[src/rtl/prog_down_timer.sv]
// Programmable down-counter with one-shot / auto-reload modes, pause hold,
// early-warning decode and a saturating count of terminal events.
module prog_down_timer #(
  parameter int unsigned pCNT_WIDTH  = 7,
  parameter int unsigned pPRE_DIST   = 1,
  parameter int unsigned pWRAP_WIDTH = 8
) (
  input  logic                   clk,
  input  logic                   rst,
  input  logic [pCNT_WIDTH-1:0]  cfg_reload,
  input  logic                   cfg_oneshot,
  input  logic                   start,
  input  logic                   stop,
  input  logic                   pause,
  output logic [pCNT_WIDTH-1:0]  count,
  output logic                   last,
  output logic                   pre_last,
  output logic                   done,
  output logic                   busy,
  output logic [pWRAP_WIDTH-1:0] wrap_cnt
);

  typedef enum logic [1:0] {IDLE, RUN, HOLD} state_t;

  localparam logic [pCNT_WIDTH-1:0] PRE_VAL = pCNT_WIDTH'(pPRE_DIST);

  state_t                 state;
  logic [pCNT_WIDTH-1:0]  reload_r;
  logic                   oneshot_r;
  logic                   terminal;
  logic [pWRAP_WIDTH-1:0] wrap_next;

  assign terminal = (state == RUN) && !pause && (count == '0);

  always_comb begin
    wrap_next = wrap_cnt;
    if (wrap_cnt != '1) wrap_next = wrap_cnt + pWRAP_WIDTH'(1);
  end

  assign busy     = (state != IDLE);
  assign last     = busy && (count == '0);
  assign pre_last = busy && (count == PRE_VAL);

  always_ff @(posedge clk or posedge rst) begin
    if (rst) begin
      state     <= IDLE;
      count     <= '0;
      reload_r  <= '0;
      oneshot_r <= 1'b0;
      wrap_cnt  <= '0;
      done      <= 1'b0;
    end else begin
      done <= 1'b0;
      if (stop) begin
        state <= IDLE;
      end else if (start) begin
        state     <= RUN;
        count     <= cfg_reload;
        reload_r  <= cfg_reload;
        oneshot_r <= cfg_oneshot;
        // A restart coinciding with a terminal event still counts the event.
        if (state == IDLE)  wrap_cnt <= '0;
        else if (terminal)  wrap_cnt <= wrap_next;
      end else begin
        unique case (state)
          RUN: begin
            if (pause) begin
              state <= HOLD;
            end else if (count != '0) begin
              count <= count - pCNT_WIDTH'(1);
            end else begin
              wrap_cnt <= wrap_next;
              if (oneshot_r) begin
                state <= IDLE;
                done  <= 1'b1;
              end else begin
                count <= reload_r;
              end
            end
          end
          HOLD: if (!pause) state <= RUN;
          default: ;
        endcase
      end
    end
  end

endmodule
[config.mk]
export PLATFORM = sky130hd
export DESIGN_NAME = prog_down_timer
export DESIGN_NICKNAME = d
export VERILOG_FILES = /design/src/rtl/prog_down_timer.sv
export SDC_FILE = /design/constraint.sdc
export NUM_CORES = 1
export LEC_CHECK = 0
export ABC_AREA = 0
export CORE_MARGIN = 3
export CORE_UTILIZATION = 29
export DETAILED_ROUTE_END_ITERATION = 12
export PLACE_DENSITY = 0.46
export SKIP_CTS_REPAIR_TIMING = 1
export SLEW_MARGIN = 20
export SYNTH_ARGS = -nofsm -noshare
export SYNTH_HDL_FRONTEND = slang
export SYNTH_SLANG_ARGS = --single-unit
[constraint.sdc]
create_clock -name clk -period 3.3 [get_ports clk]
set_clock_uncertainty 0.1 [all_clocks]
set_input_delay 0.99 -clock clk [delete_from_list [all_inputs] [get_ports clk]]
set_output_delay 0.99 -clock clk [all_outputs]
set_load 0.05 [all_outputs]
Yosys cells after proc, flatten, opt, wreduce, memory -nomap -nowiden
Index checks and enable logic that the tools add are counted.
{"block": "word_totals", "ff_bits": 26, "inputBits": 13, "out_inout_bits": 19, "word_cells": 60}
{"block": "op_classes", "addsub": 2, "n_eq_ne": 11, "mux": 25, "bitwise": 1, "n_reduce_logical": 15}
{"cell": "two-way mux 8 bit", "n": 7}
{"cell": "two-way mux 7 bit", "n": 5}
{"cell": "two-way mux 2 bit", "n": 6}
{"cell": "inequality test 5 bit, second input constant", "n": 2}
{"cell": "adder 8 x 1 -> 8 bit, second input constant", "n": 1}
{"cell": "inequality test 8 bit, second input constant", "n": 1}
{"cell": "AND reduction 4 bit", "n": 2}
{"cell": "== test 7 x 1 -> 1 bit, second input constant", "n": 1}
{"cell": "logical NOT 7 bit", "n": 1}
{"cell": "nonzero test 7 bit", "n": 1}
{"cell": "subtractor 7 x 1 -> 7 bit, second input constant", "n": 1}
{"cell": "two-way mux 1 bit", "n": 6}
{"cell": "AND reduction 5 bit", "n": 1}
{"cell": "logical AND 1 bit", "n": 4}
{"cell": "inequality test 2 bit, second input constant", "n": 2}
{"cell": "inequality test 4 bit, second input constant", "n": 1}
{"cell": "one-hot mux 2 bit (2 select lines)", "n": 1}
{"cell": "nonzero test 2 bit", "n": 2}
{"cell": "nonzero test 4 bit", "n": 1}
{"cell": "inequality test 3 x 1 -> 1 bit, second input constant", "n": 1}
{"cell": "inequality test 3 x 2 -> 1 bit, second input constant", "n": 1}
{"cell": "== test 2 x 1 -> 1 bit, second input constant", "n": 1}
{"cell": "== test 2 bit, second input constant", "n": 1}
{"cell": "logical NOT 2 bit", "n": 1}
{"cell": "3 further kinds", "n": 3}

Longest topological paths before layout
Gate-level depths: netlist of the first run.
{"block": "logic_depth", "word_depth": 6, "depth_mapped": 7}

Worst setup path after synthesis of the first run
OpenSTA, ideal clock, no wires.
{"block": "synth_timing", "kind": "register to output", "startpoint": "register count[2]", "endpoint": "output port pre_last", "arrival_ns": 3.032, "required_ns": 2.210, "path_slack_ns": -0.822, "path_stages_with_launch": 4, "n_path_buf": 1, "cell_sequence": "dfrtp_1 or4_4 buf_6 nor4b_1"}
{"block": "synth_between", "elab_chain_len": 2}
{"item": "from (decl)", "line_no": "15", "text": "output logic [pCNT_WIDTH-1:0] count,"}
{"item": "from (signal assigned)", "line_no": "58", "text": "count <= cfg_reload;"}
{"item": "from (signal assigned)", "line_no": "70", "text": "count <= count - pCNT_WIDTH'(1);"}
{"item": "from (signal assigned)", "line_no": "77", "text": "count <= reload_r;"}
{"item": "== test 7 x 1 -> 1 bit", "line_no": "42", "text": "assign pre_last = busy && (count == PRE_VAL);"}
{"item": "logical AND 1 bit", "line_no": "42"}
{"item": "to (decl)", "line_no": "17", "text": "output logic pre_last,"}
Every way passes these cells.

Worst setup path in the final report of the first run
{"block": "layout_timing", "startpoint": "register count[3]", "endpoint": "output port pre_last"}
The elaborated chain is that of the path after synthesis.

==> results.ini, run 1 <==
[setup_path]
required_ns=2.21
cp.arrival_ns=1.94
crit_path_start_kind=flip-flop
slowest_stage=or4_4
max_stage_delay_ns=0.67
cp_cell_sequence=or4_4, nor4b_4, buf_12
setup.worst_path.class=reg -> out
cp-end-kind=output port
path_max_fanout=9

[global_routing]
antenna_found_initial=0
grt_pass1_wl_um=6930
grt_pass1_vias=1442
overflow=0
grt_usage_pct=13.6
grt_max_degree=27

[sta]
hold_viol=0
tightestPinTransition_ns=0.501
rsz0062_at_grt=no
finalMaxSlewViolations=0
timing.slew.headroom_pct=66.5
setup_violations=0
fin_tns_setup_ns=0
layout_min_cycle_time_ns=3.03
max_freq_ghz=0.330
period_share_pct=91.8

[layout]
fin_nets=221
area_delta_synth_final_pct=32.4
fin_area_um2=2140
n_antenna_cell=0
drive_gt1_share_pct=12.0

[route]
wirelength_um=4210
drtAntennaViolNets=0
drc=0
drtIter0Drc=62
firstDrtPassIters=4
via_count=1441
viasPerCell=5.34
avgRoutedWirePerCell_um=15.6

[die]
core.rowCount=26
pin_count=32
fp.dieW_um=80.6
die_h_um=80.6
dieArea_um2=6500
core_area_um2=5240
initial_core_util_pct=30.8

[clock_network]
cts-root-buf=clkbuf_8
clk_latency_ns=0.27
numClockSinks=26
cts_buffers=3
clk_pin_slew_worst_paths_ns=0.10
cts_tree=done
ctsLongestPathBuffers=2
h-tree-depth=1

[synthesis]
synthDominantCellAreaShare_pct=40.3
synth_top_area_cell=dfrtp_1
ys_seq_elements=26
yosysWarningCount=0
ys_types=53
synth_edf_count=0
synthArstFlopShare_pct=100
ys_seq_area_share_pct=40.3
synth_area_leaders=dfrtp_1, ha_1, mux2_1
syn_inst=164
yosysMostFrequentCell=dfrtp_1
synth_nets=184
syn_area_per_cell_um2=9.84
synth.top_cells.by_count=dfrtp_1, inv_1, nand2_1, nor2_1, a31oi_1
synth_area_um2=1610
synthFlopType=dfrtp_1

[power_and_ir_drop]
p_leak_nw=0.831
peakVddDrop_v=0.000222
power_density_nw_per_um2=495

[placement]
dpl.hpwl_um=3180
io_buffers=31
place_area_um2=2070
gp_congestion=0.773

[run]
max_cap_viol_count=0

[worst_hold_path]
hp-class=reg -> reg

[run_status]
status=completed

==> flip-flops by register name, indices dropped and copies added, names as in the netlist <==
signal     count
oneshot_r      1
count          7
reload_r       7
wrap_cnt       8
state          2
done           1
==> kinds of logic after synthesis <==
| kind of cell | count (synthesis) | share of synthesized area [%] |
|---|---|---|
| and+or+nand+nor | 59 | 22.3 |
| AOI/OAI and AO/OA | 46 | 21.2 |
| DFF | 26 | 40.3 |
| buffers and inverters | 16 | 4.19 |
| muxes | 8 | 5.50 |
| adders and majority gates | 7 | 5.43 |
| xor gates and xnor gates | 2 | 1.09 |
==> worst max-delay path, delay by kind of cell, from the launching register on <==
family,cells,cell delay [ns]
buf+inv,1,0.18
flops,1,0.49
simple gates,2,1.00
==> placed cells by master, fill, tap and decap left out, drive strengths merged, types with 3 or more instances in the layout <==
| cell | count |
|---|---|
| nor2 | 10 |
| mux2 | 7 |
| o211ai | 4 |
| dfrtp | 26 |
| buf | 8 |
| nor4 | 3 |
| o311ai | 3 |
| nor3 | 4 |
| ha | 7 |
| o41ai | 3 |
| nand2 | 11 |
| o21ai | 12 |
| nor3b | 3 |
| inv | 11 |
| nand2b | 4 |
| a31oi | 10 |
| nand3 | 7 |
| clkbuf | 3 |
| a21oi | 3 |
| clkdlybuf4s50 | 29 |
==> final timing paths <==
check / startpoint / to / slack, ns / cells after the start
max: count[3] / pre_last / 0.27 / 3
min in group asynchronous: rst / wrap_cnt[2] / 0.97 / 3
max in group asynchronous: rst / reload_r[0] / 1.86 / 3
min reg2reg: reload_r[1] / reload_r[1] / 0.41 / 1
max reg2reg: count[0] / wrap_cnt[0] / 1.24 / 7
min: reload_r[1] / reload_r[1] / 0.41 / 1
==> report_power, final <==
| part | internal (mW) | leakage, nW | switching [mW] | total (mW) |
|---|---|---|---|---|
| clock | 0.162 | 0.0357 | 0.104 | 0.266 |
| combinational | 0.146 | 0.472 | 0.222 | 0.368 |
| sequential | 0.361 | 0.323 | 0.0631 | 0.424 |
==> routing by layer <==
layer,part of all wire (%),GRT usage (%),wire length [um]
met3,2.9,1.68,124
met5,0,0,0
met2,50,24.1,2110
met4,0.48,3.21,20
met1,46,17.6,1950
==> through the flow <==
stage / util (%) / setup WS (ns) / total power [mW] / cells / hold slack [ns]
floorplan: - / 0.0226 / 0.669 / 164 / 0.358
global placement: 39.4 / 0.374 / 0.797 / 266 / 0.374
detailed placement: 39.4 / 0.313 / 0.801 / 266 / 0.380
CTS: 40.8 / 0.237 / 1.07 / 270 / 0.404
global route: 40.8 / 0.182 / 1.12 / 270 / 0.417
finish: 40.8 / 0.270 / 1.06 / 270 / 0.407
==> final cells by class <==
cell class / count / area [um2]
Clock buffer: 3 / 41.3
Timing Repair Buffer: 37 / 375
Fill cell: 526 / 3100
Tap cell: 70 / 87.6
Inverter: 11 / 41.3
Sequential cell: 26 / 651
Multi-Input combinational cell: 122 / 911
Clock inverter: 1 / 30.0
Note: power is estimated with default switching activity, not from simulation.
==> run 2: changes to the inputs <==
- CORE_MARGIN: 3 -> 2
==> run 2 against run 1 <==
Effect of this change: non-clock buffer count up 1; clock power decreased by 22%; die area down 4.9%; critical path type unchanged.
==> results.ini, run 2 (synthesis results as in run 1) <==
[run_status]
status=completed

[setup_path]
crit_path_start_kind=flip-flop
cp-end-kind=output port
reg2reg_depth=7  ; unchanged
timing.rr.start=count[1]
timing.rr.end=wrap_cnt[4]
path_max_fanout=9  ; unchanged
required_ns=2.21  ; about the same
cp.arrival_ns=1.97  ; +0.03 ns
setup.worst_path.class=reg -> out
r2r_slack_ns=1.28  ; +0.04 ns

[global_routing]
overflow=0  ; unchanged
antenna_found_initial=0  ; unchanged
grt_pass1_wl_um=7340  ; +5.9%
grt_max_degree=27  ; unchanged
grt_pass1_vias=1509  ; +4.6%
grt_usage_pct=14.7  ; +1.1 points

[worst_hold_path]
worstHoldPathCells=1  ; unchanged
hp-class=reg -> reg
hold_end=reload_r[5]
min_from=reload_r[5]

[route]
drc=0  ; unchanged
via_count=1443  ; +0.14%
drtAntennaViolNets=0  ; unchanged
avgRoutedWirePerCell_um=15.4  ; -1.1%
wirelength_um=4210  ; unchanged
viasPerCell=5.29  ; -0.96%
drtIter0Drc=58  ; -6.5%
firstDrtPassIters=5  ; +1

[die]
initial_core_util_pct=29.7  ; -1.1 points
core.rowCount=27  ; +3.8%
dieArea_um2=6180  ; -4.9%
pin_count=32  ; unchanged
die_h_um=78.6  ; -2.5%
fp.dieW_um=78.6  ; -2.5%
core_area_um2=5440  ; +3.8%

[placement]
dpl.cell_count=269  ; +1.1%
gp_congestion=0.831  ; +7.5%
io_buffers=31  ; unchanged
dpl.hpwl_um=3130  ; -1.7%
place_area_um2=2080  ; +0.48%

[run]
max_cap_viol_count=0  ; unchanged

[layout]
largest_reg_flops=8  ; unchanged
layout.cells.non_filler=273  ; +1.1%
layout_commonest_cell=clkdlybuf4s50_1
final_cell_mix=clkdlybuf4s50_1, dfrtp_1, inv_1, nor2_1, nand2_1
drive_gt1_share_pct=12.4  ; +0.44 points
fin_area_um2=2130  ; -0.29%
fin_nets=222  ; +0.45%
regMostFlops=wrap_cnt
area_delta_synth_final_pct=32.0
fin_util_pct=39.2  ; -1.6 points
reg_top3=wrap_cnt (8), count (7), reload_r (7)
nFillCells=562  ; +6.8%
n_antenna_cell=0  ; unchanged

[sta]
period_share_pct=92.9  ; +1.1 points
finalMaxSlewViolations=0  ; unchanged
hold_viol=0  ; unchanged
layout_min_cycle_time_ns=3.06  ; +0.0347 ns
setup_violations=0  ; unchanged
rsz0062_at_grt=no
tightestPinTransition_ns=0.506  ; +0.00562 ns
max_freq_ghz=0.326  ; -1.1%
timing.slew.headroom_pct=66.1  ; -0.39 points
fin_tns_setup_ns=0  ; unchanged

[power_and_ir_drop]
peakVddDrop_v=0.000203  ; -8.3%
p_leak_nw=0.829  ; -0.26%
power_density_nw_per_um2=471  ; -4.9%
power_mw=1.00  ; -5.2%

[clock_network]
cts_buffers=3  ; unchanged
cts_tree=done
clk_latency_ns=0.27  ; about the same
ctsLongestPathBuffers=2  ; unchanged
clk_pin_slew_worst_paths_ns=0.09  ; about the same
cts-root-buf=clkbuf_8
numClockSinks=26  ; unchanged
h-tree-depth=1  ; unchanged

## run 2: cell types whose count changed in the layout (fill, tap and decap cells not counted)
cell	delta
clkbuf_8	+1
bufinv_16	-1
buf_4	+1
## run 2: power by group
group	internal (mW)	leakage (nW)	total, mW	switching (mW)
clock network	0.107	0.0288	0.207	0.101
registers	0.361	0.323	0.418	0.0571
logic	0.151	0.477	0.378	0.228
## run 2: routing by layer
layer / vias to the layer above / track usage, % / part of all wire [%]
met5: - / 0 / 0
met4: 0 / 3.33 / 0.40
met3: 2 / 1.95 / 3.0
met2: 35 / 26.4 / 52
met1: 710 / 18.6 / 44
li1: 696 / - / -
## run 2: through the flow
stage | setup slack [ns] | hold slack (ns)
after floorplan | 0.0226 | 0.358
after global placement | 0.369 | 0.371
after detailed placement | 0.328 | 0.377
after CTS | 0.215 | 0.399
after global routing | 0.150 | 0.423
final | 0.236 | 0.396
## run 2: worst max-delay path, stage by stage (launching register included)
cell and delay, ns:
dfrtp_1 0.49, or4_4 0.67, nor4b_4 0.36, buf_12 0.18
## run 2: cell type report
class                      count  area [um2]  share of cell area, %
clock buffer                   4        55.1                   2.58
inverter                      11        41.3                   1.94
multi-input combinational    122         911                   42.7
sequential                    26         651                   30.5
tap                           72        90.1                   4.23
timing repair buffer          38         383                   18.0
## run 2: how the worst max path moves through the flow
stage               startpoint          end  slack [ns]  cells past startpoint
floorplan             count[0]         last        0.02                      5
global route          count[2]     pre_last        0.15                      3
global placement          stop  wrap_cnt[3]        0.37                      5
CTS                   count[3]     pre_last        0.22                      3
finish                count[3]     pre_last        0.24                      3
detailed placement        stop  wrap_cnt[3]        0.33                      5
